--- config.mk ---
export PLATFORM = sky130hd
export DESIGN_NAME = median3_stream_flat
export DESIGN_NICKNAME = d
export VERILOG_FILES = /design/src/rtl/median3_stream_if.sv /design/src/rtl/median3_stream.sv /design/src/flat_wrapper.sv
export SDC_FILE = /design/constraint.sdc
export NUM_CORES = 1
export LEC_CHECK = 0
export ABC_AREA = 1
export BUFFER_PORTS_ARGS = -buffer_cell sky130_fd_sc_hd__buf_2
export CORE_AREA = 2 2 71 73
export DETAILED_ROUTE_END_ITERATION = 6
export DIE_AREA = 0 0 73 75
export PLACE_DENSITY = 0.71
export SLEW_MARGIN = 0
export SYNTH_ARGS = -nofsm -noshare
export SYNTH_HDL_FRONTEND = slang
export SYNTH_SLANG_ARGS = --single-unit
--- constraint.sdc ---
create_clock -name clk -period 2.39 [get_ports clk]
set_clock_uncertainty 0.05 [all_clocks]
set_input_delay 0.3585 -clock clk [delete_from_list [all_inputs] [get_ports clk]]
set_output_delay 0.3585 -clock clk [all_outputs]
set_load 0.02 [all_outputs]
--- src/rtl/median3_stream_if.sv ---
// Valid/ready stream bundle for median3_stream: one sample input stream and one median output
// stream.
interface median3_stream_if #(
  parameter int unsigned WIDTH = 8
);
  logic             in_valid;
  logic             in_ready;
  logic [WIDTH-1:0] in_data;
  logic             out_valid;
  logic             out_ready;
  logic [WIDTH-1:0] out_data;

  // Upstream source and downstream sink as seen by the environment driving the block.
  modport master (
    output in_valid, in_data, out_ready,
    input  in_ready, out_valid, out_data
  );

  modport slave (
    input  in_valid, in_data, out_ready,
    output in_ready, out_valid, out_data
  );
endinterface

--- src/rtl/median3_stream.sv ---
// Streaming median-of-3 filter with sliding-window or block mode and a registered output
// stage that sustains one median per cycle under full throughput.
module median3_stream #(
  parameter int unsigned WIDTH = 8
) (
  input  logic                  clk,
  input  logic                  rst,
  input  logic                  block_mode,
  output logic [1:0]            fill,
  median3_stream_if.slave       bus
);

  typedef enum logic [1:0] {
    StEmpty = 2'd0,
    StOne   = 2'd1,
    StTwo   = 2'd2
  } fill_e;

  fill_e            state_q;
  logic [WIDTH-1:0] s0_q;
  logic [WIDTH-1:0] s1_q;
  logic [WIDTH-1:0] out_data_q;
  logic             out_valid_q;
  logic             in_xfer;
  logic             out_xfer;
  logic [WIDTH-1:0] med;

  function automatic logic [WIDTH-1:0] median3(input logic [WIDTH-1:0] a,
                                               input logic [WIDTH-1:0] b,
                                               input logic [WIDTH-1:0] c);
    logic [WIDTH-1:0] m;
    if (a > b) begin
      m = (b > c) ? b : ((a > c) ? c : a);
    end else begin
      m = (a > c) ? a : ((b > c) ? c : b);
    end
    return m;
  endfunction

  assign bus.in_ready  = !out_valid_q || bus.out_ready;
  assign bus.out_valid = out_valid_q;
  assign bus.out_data  = out_data_q;
  assign fill          = state_q;

  assign in_xfer  = bus.in_valid && bus.in_ready;
  assign out_xfer = out_valid_q && bus.out_ready;
  assign med      = median3(s1_q, s0_q, bus.in_data);

  always_ff @(posedge clk) begin
    if (rst) begin
      state_q     <= StEmpty;
      s0_q        <= '0;
      s1_q        <= '0;
      out_data_q  <= '0;
      out_valid_q <= 1'b0;
    end else begin
      // A median loaded below in the same cycle overrides this clear.
      if (out_xfer) begin
        out_valid_q <= 1'b0;
      end
      if (in_xfer) begin
        unique case (state_q)
          StEmpty: begin
            s0_q    <= bus.in_data;
            state_q <= StOne;
          end
          StOne: begin
            s1_q    <= s0_q;
            s0_q    <= bus.in_data;
            state_q <= StTwo;
          end
          StTwo: begin
            out_data_q  <= med;
            out_valid_q <= 1'b1;
            if (block_mode) begin
              state_q <= StEmpty;
            end else begin
              s1_q <= s0_q;
              s0_q <= bus.in_data;
            end
          end
          default: state_q <= StEmpty;
        endcase
      end
    end
  end

endmodule
--- src/flat_wrapper.sv ---
// flat-port wrapper written by rule: the top's interface ports become plain ports
module median3_stream_flat 
#(
  parameter int unsigned WIDTH = 8
)
  (clk, rst, block_mode, fill, bus_in_valid, bus_in_data, bus_out_ready, bus_in_ready, bus_out_valid, bus_out_data);
  median3_stream_if #(.WIDTH(WIDTH)) bus_i ();
  input  logic clk;
  input  logic rst;
  input  logic block_mode;
  output logic [1:0] fill;
  input wire logic [$bits(bus_i.in_valid)-1:0] bus_in_valid;
  input wire logic [$bits(bus_i.in_data)-1:0] bus_in_data;
  input wire logic [$bits(bus_i.out_ready)-1:0] bus_out_ready;
  output wire logic [$bits(bus_i.in_ready)-1:0] bus_in_ready;
  output wire logic [$bits(bus_i.out_valid)-1:0] bus_out_valid;
  output wire logic [$bits(bus_i.out_data)-1:0] bus_out_data;
  assign bus_i.in_valid = bus_in_valid;
  assign bus_i.in_data = bus_in_data;
  assign bus_i.out_ready = bus_out_ready;
  assign bus_in_ready = bus_i.in_ready;
  assign bus_out_valid = bus_i.out_valid;
  assign bus_out_data = bus_i.out_data;
  median3_stream #(.WIDTH(WIDTH)) u_core (.clk(clk), .rst(rst), .block_mode(block_mode), .fill(fill), .bus(bus_i));
endmodule
==> flow_summary.yaml, run 1 <==
cts:
  ctsHoldBuffers: 0
  cts-root-buf: "clkbuf_8"
  insertion_delay_ns: 0.28
  htree_levels: 1
  cts.clk_slew.worst_paths_ns: 0.10
  cts_buffers: 3
  cts_tree: "done"
  cts.sinks: 27
  cts_setup_buffers: 0
  ctsLongestPathBuffers: 2
  cts_resized: 0
synth:
  yosysWarningCount: 0
  synth_common_cells: "nand2_1, inv_1, nand3_1"
  ys_types: 24
  synth-edff-count: 0
  synth_seq_area_share_pct: 23.74
  synthArstFlopShare_pct: 0
  yosysTopAreaCellShare_pct: 23.74
  synth.most_common_cell: "nand2_1"
  synth-seq-cells: 27
  syn-cell-area_um2: 2277
  syn_avg_cell_area_um2: 6.562
  syn_nets: 384
  ys_top_cells_by_area: "dfxtp_1, ha_1, nand2_1, nand3_1, inv_1"
  synthFlopType: "dfxtp_1"
  yosysTopAreaCell: "dfxtp_1"
  netlist_instances: 347
sta:
  finalHoldViolations: 0
  rsz0062_at_grt: "no"
  period_needed_ns: 2.140
  worstMarginPinSlew_ns: 0.6283
  maxClockFrequency_ghz: 0.4673
  slew_headroom_pct: 58.01
  setup_viol: 0
  tns_ns: 0
  hold-worst-slack_ns: 0.3265
  min_period_over_period_pct: 89.53
  maxSlewViolCount: 0
critical_path:
  r2r-start: "u_core.s0_q[7]"
  crit_type: "flop to flop"
  critical_path.max_fanout: 8
  crit_start: "u_core.s0_q[7]"
  crit_chain: "inv_1 > ha_1 > nand2_1 > nor2_1 > nand4_1 > nand2_1 > nand2_1 > inv_1 > nand2_1 > nand3_1 > nand2_1 > inv_1"
  end_kind: "flop"
  crit_top_cell: "nand2_1"
  slowest_stage: "dfxtp_1"
  critPathRequiredTime_ns: 2.57
  path_buf_inv: 3
  critical-path-max-stage-delay_ns: 0.43
  crit_path_start_kind: "flop"
  arrival_ns: 2.32
  cp_top_family: "simple AND/OR/NAND/NOR gates"
die:
  die_h_um: 75
  dieArea_um2: 5475
  rows: 25
  coreArea_um2: 4661
  die_w_um: 73
  ioPinCount: 25
  start_util_pct: 48.86
run:
  drv_cap: 0
global_routing:
  grt_pass1_vias: 2166
  antenna_found_initial: 0
  grt_max_degree: 28
  grt_util_all_layers_pct: 22.06
  grt_pass1_wl_um: 9604
  grt_overflow: 0
placed_design:
  numPortBuffers: 24
  place.gp.congestion: 0.8654
  dp_cells: 413
  hpwl_um: 3999
hold_path:
  hp-class: "input pin to flop"
  min_from: "bus_in_data[0]"
status:
  status: "finished, final reports clean"
pwr:
  power_w: 0.001349
  p_leak_nw: 1.332
  ir_drop_uv: 288.9
  p_per_area_nw_per_um2: 558.9
finish:
  drive_above_1_share_pct: 12.40
  syn2layout_area_growth_pct: 5.989
  antenna_cells: 0
  layout.cells.non_filler: 417
  final_nets: 401
drt:
  dr.pass1.iters: 4
  route.detailed.drc: 0
  ant_nets: 0
  post_drt_via_cell_ratio: 5.350
  routed_wl_um: 5522
  routed-via-count: 2231
  first_iter_violations: 165
  wl_per_cell_um: 13.24
[registers in the layout (all words and copies together) (netlist names)]
signal and count:
u_core.s0_q 8, u_core.s1_q 8, u_core.bus.out_valid 1, u_core.fill 2
u_core.bus.out_data 8
[stage by stage]
| stage | setup slack, ns | cell area (um^2) | util [%] |
|---|---|---|---|
| 6_report | 0.2503 | 2414 | 51.79 |
| 5_1_grt | 0.03693 | 2414 | 51.79 |
| 4_1_cts | 0.2817 | 2414 | 51.79 |
| 3_5_place_dp | 0.1497 | 2367 | 50.79 |
| 3_3_place_gp | 0.1697 | 2367 | 50.79 |
| 2_1_floorplan | 0.6313 | 2277 | - |
[where the power goes]
group	internal (W)	total [W]	switching [W]
Combinational	0.000192	0.000554	0.000362
Sequential	0.000483	0.000523	0.0000399
Clock	0.000117	0.000272	0.000155
[worst min-delay path, delay by kind of cell]
family | cells | cell delay (ns)
buffers and inverters | 2 | 0.20
AOI/OAI and AO/OA | 1 | 0.06
[per-layer routing]
layer | routed length, um | GRT usage [%]
met1 | 2529 | 25.65
met2 | 2644 | 41.14
met3 | 268 | 3.748
met4 | 80 | 6.790
met5 | 0 | 0
[area by class of cell]
class	instances	area (um^2)
fill	492	2247
multi-input combinational	245	1403
sequential	27	540.5
inverter	63	236.5
timing repair buffer	24	120.1
tap	54	67.56
clock buffer	3	41.29
clock inverter	1	5.005
[layout by cell type (no fill, tap or decap), types with 2 or more instances in the layout]
cell / Yosys / layout
nand2_1: 78 / 78
inv_1: 63 / 63
nand3_1: 56 / 56
nor2_1: 36 / 36
dfxtp_1: 27 / 27
ha_1: 24 / 24
buf_2: 3 / 24
a211oi_1: 17 / 17
a21oi_1: 10 / 10
nand2_2: 6 / 6
nand2_4: 4 / 4
clkbuf_8: 0 / 3
o21ai_1: 2 / 2
o21a_1: 2 / 2
nor2_4: 2 / 2
nand4_4: 2 / 2
nor2_2: 2 / 2
[cells by family (layout without fill, tap and decap cells)]
| family | after synthesis | after routing | synth area share [%] |
|---|---|---|---|
| DFF | 27 | 27 | 23.74 |
| AOI/OAI and AO/OA | 34 | 34 | 10.00 |
| buffers and inverters | 75 | 91 | 14.67 |
| adders and majority gates | 24 | 24 | 13.19 |
| and+or+nand+nor | 187 | 187 | 38.41 |
[final timing paths]
path                       endpoint  slack [ns]  cells after the start
min                  u_core.s0_q[0]        0.33                      3
min reg2reg          u_core.fill[0]        0.48                      2
max          u_core.bus.out_data[1]        0.25                     12
max reg2reg  u_core.bus.out_data[1]        0.25                     12
Power figures use the tool's default switching activity.
==> run 2: changes to the inputs <==
--- a/config.mk
+++ b/config.mk
@@ -7,10 +7,12 @@
 export LEC_CHECK = 0
 export ABC_AREA = 1
 export BUFFER_PORTS_ARGS = -buffer_cell sky130_fd_sc_hd__buf_2
-export CORE_AREA = 2 2 71 73
+export CELL_PAD_IN_SITES_DETAIL_PLACEMENT = 2
+export CELL_PAD_IN_SITES_GLOBAL_PLACEMENT = 2
+export CORE_AREA = 2 2 88 90
 export DETAILED_ROUTE_END_ITERATION = 6
-export DIE_AREA = 0 0 73 75
-export PLACE_DENSITY = 0.71
+export DIE_AREA = 0 0 90 92
+export PLACE_DENSITY = 0.8
 export SLEW_MARGIN = 0
 export SYNTH_ARGS = -nofsm -noshare
 export SYNTH_HDL_FRONTEND = slang
==> run 2 against run 1 <==
  * Utilization shrank 18 points
  * Via count grew 2.7%
  * Sequential power is essentially flat
  * Clock power grew 8.5%
  * Highest routed layer unchanged
  * Sequential share of layout area shrank 0.81 points
  * Critical endpoint is now u_core.bus.out_data[7]
  * Power grew 4.7%
  * Count of clock-buffer cells in the layout is the same
==> flow_summary.yaml, run 2 (synthesized netlist as in run 1, its figures left out) <==
critical_path:
  critical-path-max-stage-delay_ns: 0.46
  crit_path_start_kind: "flop"
  crit_start: "u_core.s0_q[0]"
  crit_chain: "inv_1 > ha_1 > inv_1 > nand2_1 > nand2_1 > nand2_1 > nand2_1 > nand2_2 > nand2_4 > nand2_4 > nand2_1 > nand3_1 > nand2_1 > nand3_1 > nand2_1 > inv_1"
  cp.depth: 16
  path_buf_inv: 3
  critical_path.max_fanout: 17
  critPathRequiredTime_ns: 2.54
  crit_type: "flop to flop"
  slowest_stage: "dfxtp_1"
  r2r-start: "u_core.s0_q[0]"
  cp_top_family: "simple AND/OR/NAND/NOR gates"
  r2r_cells: 16
  end_kind: "flop"
  crit_top_cell: "nand2_1"
  arrival_ns: 2.24
sta:
  tns_ns: 0
  setup_viol: 0
  slew_headroom_pct: 55.36
  setup_ws_ns: 0.3056
  maxClockFrequency_ghz: 0.4797
  min_period_over_period_pct: 87.21
  period_needed_ns: 2.084
  maxSlewViolCount: 0
  finalHoldViolations: 0
  worstMarginPinSlew_ns: 0.6688
  rsz0062_at_grt: "no"
finish:
  layout_commonest_cell: "nand2_1"
  layout.cells.non_filler: 466
  final_cell_mix: "nand2_1, inv_1, nand3_1, nor2_1, dfxtp_1"
  drive_above_1_share_pct: 12.91
  final_cell_area_um2: 2504
  antenna_cells: 0
  syn2layout_area_growth_pct: 9.945
  seqCellArea_um2: 540.5
  final_nets: 402
  multi_input_area_um2: 1413
  n_fill_cell: 976
die:
  start_util_pct: 30.58
  ioPinCount: 25
  coreArea_um2: 7447
  die_w_um: 90
  dieArea_um2: 8280
  die_h_um: 92
  rows: 32
drt:
  post_drt_via_cell_ratio: 4.916
  first_iter_violations: 79
  routed-via-count: 2291
  ant_nets: 0
  dr.pass1.iters: 4
  wl_per_cell_um: 15.59
  routed_wl_um: 7266
  route.detailed.drc: 0
global_routing:
  grt_pass1_vias: 2475
  grt_pass1_wl_um: 12440
  antenna_found_initial: 0
  grt_util_all_layers_pct: 18.59
  grt_max_degree: 28
  grt_overflow: 0
pwr:
  ir_drop_uv: 206.0
  p_leak_nw: 1.344
  power_w: 0.001412
  p_per_area_nw_per_um2: 564.0
  p_sw_w: 0.0006132
  p_seq_share_pct: 37.2
  sw_frac_of_total_pct: 43.42
  combPwrFrac_pct: 41.9
  power.internal_w: 0.0007989
  clockPowerShare_pct: 20.9
status:
  status: "finished, final reports clean"
cts:
  cts_tree: "done"
  ctsLongestPathBuffers: 2
  cts-root-buf: "clkbuf_8"
  cts_buffers: 3
  htree_levels: 1
  cts.clk_slew.worst_paths_ns: 0.11
  cts.sinks: 27
  insertion_delay_ns: 0.29
  ctsHoldBuffers: 0
placed_design:
  numPortBuffers: 24
  place.gp.congestion: 0.8023
  hpwl_um: 5702
  place_area_um2: 2447
  preCtsSetupSlack_ns: 0.08781
  dp_cells: 462
hold_path:
  hp-class: "input pin to flop"
  min_from: "bus_in_data[0]"
  hold_depth: 3
run:
  drv_cap: 0
[run 2: cell types whose count changed in the layout (fill, tap and decap cells not counted)]
cell     previous run  this run
nand2_1            78        77
nand2_2             6         7
a21oi_4             0         1
buf_12              0         1
a21oi_2             1         0
[run 2: worst min-delay path: cells and delay by family]
family                 cells  cell delay, ns
buffers and inverters      2            0.20
AOI/OAI and AO/OA          1            0.06
[run 2: area by class of cell]
class / instances / area share [%]
well taps: 102 / 5.097
clock buffers: 3 / 1.649
repair buffers: 25 / 5.597
flip-flops and latches: 27 / 21.59
multi-input cells: 245 / 56.42
inverters: 63 / 9.445
clock inverters: 1 / 0.1999
[run 2: routing by layer]
metal | up-vias | part of all wire [%] | global-route usage (%) | routed length [um]
li1 | 1144 | - | - | -
met5 | - | 0 | 0 | 0
met2 | 23 | 53 | 35.78 | 3857
met1 | 1117 | 44 | 22.46 | 3224
met4 | 0 | 0.96 | 3.718 | 70
met3 | 7 | 1.6 | 1.643 | 113
[run 2: power groups by stage]
stage               Combinational (W)  Sequential (W)  Clock (W)
floorplan                    0.000442        0.000530          0
global placement             0.000555        0.000535          0
detailed placement           0.000589        0.000537          0
CTS                          0.000593        0.000526   0.000304
global route                 0.000688        0.000531   0.000328
finish                       0.000592        0.000525   0.000295
[run 2: final timing paths]
kind / slack [ns] / endpoint
setup / recovery: 0.31 / u_core.bus.out_data[7]
hold / removal: 0.31 / u_core.s0_q[0]
hold reg to reg: 0.50 / u_core.fill[1]
setup reg to reg: 0.31 / u_core.bus.out_data[7]
[run 2: repair_timing]
action | in CTS | in global routing
resized for setup | 0 | 2
endpoints found under the setup margin | 0 | 8
setup buffers | 0 | 0
[run 2: stage by stage]
step / hold WS, ns / util [%]
finish: 0.3119 / 33.62
global route: 0.3207 / 33.62
CTS: 0.3207 / 33.48
detailed placement: 0.4891 / 32.86
global placement: 0.4676 / 32.86
floorplan: 0.4378 / -
==> run 3: changes to the inputs <==
--- a/config.mk
+++ b/config.mk
@@ -5,14 +5,13 @@
 export SDC_FILE = /design/constraint.sdc
 export NUM_CORES = 1
 export LEC_CHECK = 0
-export ABC_AREA = 1
 export BUFFER_PORTS_ARGS = -buffer_cell sky130_fd_sc_hd__buf_2
 export CELL_PAD_IN_SITES_DETAIL_PLACEMENT = 2
 export CELL_PAD_IN_SITES_GLOBAL_PLACEMENT = 2
-export CORE_AREA = 2 2 88 90
+export CORE_AREA = 2 2 80 82
 export DETAILED_ROUTE_END_ITERATION = 6
-export DIE_AREA = 0 0 90 92
-export PLACE_DENSITY = 0.8
+export DIE_AREA = 0 0 82 84
+export PLACE_DENSITY = 0.81
 export SLEW_MARGIN = 0
 export SYNTH_ARGS = -nofsm -noshare
 export SYNTH_HDL_FRONTEND = slang
==> run 3 against run 2 <==
  * Synthesized cell count is 28% lower
  * Fmax down 7.4%
  * Non-clock buffer count rose by 5
  * Critical endpoint is now u_core.bus.out_data[0]
  * Highest routed layer unchanged
==> flow_summary.yaml, run 3 <==
synth:
  synthFlopType: "dfxtp_1"
  synth-seq-cells: 27
  muxShareOfSynthArea_pct: 9.068
  yosys.area_share.adder_pct: 14.91
  synth-edff-count: 0
  synth_xor_area_share_pct: 0
  netlist_instances: 250
  syn-cell-area_um2: 2014
  yosysTopAreaCellShare_pct: 26.83
  syn_avg_cell_area_um2: 8.058
  yosysTopAreaCell: "dfxtp_1"
  synthArstFlopShare_pct: 0
  synth.most_common_cell: "nor2_1"
  synth_top_family_by_area: "compound AO/OA/AOI/OAI gates"
  synth_compound_area_share_pct: 23.11
  syn_nets: 287
  ys_types: 33
  synth_seq_area_share_pct: 26.83
  ys_top_cells_by_area: "dfxtp_1, ha_1, mux2i_1, a21oi_1, nor2_1"
  yosysWarningCount: 0
  synth_common_cells: "nor2_1, a21oi_1, dfxtp_1"
  synth-simple-area-share_pct: 18.94
critical_path:
  critical_path.max_fanout: 4
  crit_chain: "ha_1 > nor2b_1 > o211ai_1 > a21oi_1 > o21ai_2 > mux2_2 > o2111ai_1 > nand3_1"
  slowest_stage: "dfxtp_1"
  arrival_ns: 2.36
  end_kind: "flop"
  crit_type: "flop to flop"
  critPathRequiredTime_ns: 2.50
  critical-path-max-stage-delay_ns: 0.40
  crit_path_start_kind: "flop"
pwr:
  power_w: 0.001029
  ir_drop_uv: 247.7
  p_per_area_nw_per_um2: 455.0
  p_leak_nw: 0.9955
placed_design:
  place.gp.congestion: 0.7670
  dp_cells: 347
  hpwl_um: 5101
  numPortBuffers: 24
cts:
  htree_levels: 1
  cts_buffers: 3
  ctsLongestPathBuffers: 2
  cts.clk_slew.worst_paths_ns: 0.10
  cts_setup_buffers: 0
  cts.sinks: 27
  ctsHoldBuffers: 0
  cts-root-buf: "clkbuf_8"
  insertion_delay_ns: 0.28
  cts_tree: "done"
drt:
  dr.pass1.iters: 5
  post_drt_via_cell_ratio: 5.536
  first_iter_violations: 56
  ant_nets: 0
  route.detailed.drc: 0
  routed-via-count: 1943
  wl_per_cell_um: 18.73
  routed_wl_um: 6575
global_routing:
  grt_util_all_layers_pct: 19.63
  antenna_found_initial: 0
  grt_max_degree: 25
  grt_overflow: 0
  grt_pass1_vias: 2043
  grt_pass1_wl_um: 10420
sta:
  slew_headroom_pct: 61.05
  min_period_over_period_pct: 94.19
  maxClockFrequency_ghz: 0.4442
  worstMarginPinSlew_ns: 0.5829
  finalHoldViolations: 0
  setup_viol: 0
  maxSlewViolCount: 0
  period_needed_ns: 2.251
finish:
  final_cell_mix: "nor2_1, a21oi_1, dfxtp_1, ha_1, buf_2"
  final_nets: 312
  layout_commonest_cell: "nor2_1"
  syn2layout_area_growth_pct: 12.24
  antenna_cells: 0
  layout.cells.non_filler: 351
  drive_above_1_share_pct: 15.33
  n_fill_cell: 724
die:
  rows: 29
  die_w_um: 82
  dieArea_um2: 6888
  die_h_um: 84
  ioPinCount: 25
  coreArea_um2: 6096
  start_util_pct: 33.05
status:
  status: "finished, final reports clean"
hold_path:
  hp-class: "input pin to flop"
run:
  drv_cap: 0
==> run 3: cell types whose count changed after synthesis, moves of 8 or more <==
cell / change
nand2_1: -63
a21oi_1: +18
o2111ai_1: +8
inv_1: -44
o21ai_0: +12
nand3_1: -47
mux2i_1: +16
a211o_1: +8
a211oi_1: -16
==> run 3: power breakdown <==
part / switching [W] / total [W] / internal (W)
clock network: 0.000155 / 0.000272 / 0.000117
registers: 0.0000240 / 0.000491 / 0.000467
logic: 0.000169 / 0.000266 / 0.0000972
==> run 3: kinds of logic (layout without fill, tap and decap cells) <==
group	after synthesis	count (layout)
buffers and inverters	29	53
adder cells (fa/ha/maj)	24	24
multiplexers	18	18
flip-flops	27	27
AND/OR/NAND/NOR	81	81
AO/OA/AOI/OAI	71	71
==> run 3: metrics by stage <==
stage	hold WS [ns]	instance area (um^2)	util (%)	setup WS, ns	TNS (ns)
after CTS	0.3631	2250	36.90	0.1097	0
after floorplan	0.4258	2014	-	0.3211	0
after global routing	0.3672	2261	37.09	-0.02199	-0.02199
after global placement	0.4074	2203	36.15	0.02268	0
final	0.3694	2261	37.09	0.1389	0
after detailed placement	0.4361	2203	36.15	-0.05486	-0.08621
==> run 3: path summary, 6_finish.rpt <==
kind | end | start | cells after the start | slack [ns]
min | u_core.bus.out_valid | bus_out_ready | 3 | 0.37
min reg2reg | u_core.bus.out_data[5] | u_core.bus.out_data[5] | 2 | 0.45
max | u_core.bus.out_data[0] | u_core.s0_q[1] | 8 | 0.14
max reg2reg | u_core.bus.out_data[0] | u_core.s0_q[1] | 8 | 0.14
==> run 3: routing by layer <==
layer / wire [um] / vias to the layer above / global-route usage (%)
met2: 3427 / 21 / 34.96
met5: 0 / - / 0
met1: 3011 / 973 / 24.92
met4: 42 / 0 / 4.394
met3: 94 / 2 / 1.948
li1: - / 947 / -
==> run 3: timing repair <==
item	CTS	global route
setup endpoints to repair	0	8
hold endpoints to repair	0	0
resized for setup	0	2
==> run 3: worst max-delay path: cells and delay by family, from the launching register on <==
kind | cells | cell delay [ns]
AO/OA/AOI/OAI | 4 | 0.81
adder cells (fa/ha/maj) | 1 | 0.27
flip-flops | 1 | 0.40
multiplexers | 1 | 0.39
AND/OR/NAND/NOR | 2 | 0.24
==> run 3: area by class of cell <==
type,instances,area (um^2),share of cell area (%)
multi-input cells,194,1338,59.16
flip-flops and latches,27,540.5,23.91
repair buffers,30,168.9,7.471
well taps,77,96.34,4.261
inverters,19,71.32,3.154
clock buffers,3,41.29,1.826
clock inverters,1,5.005,0.2214
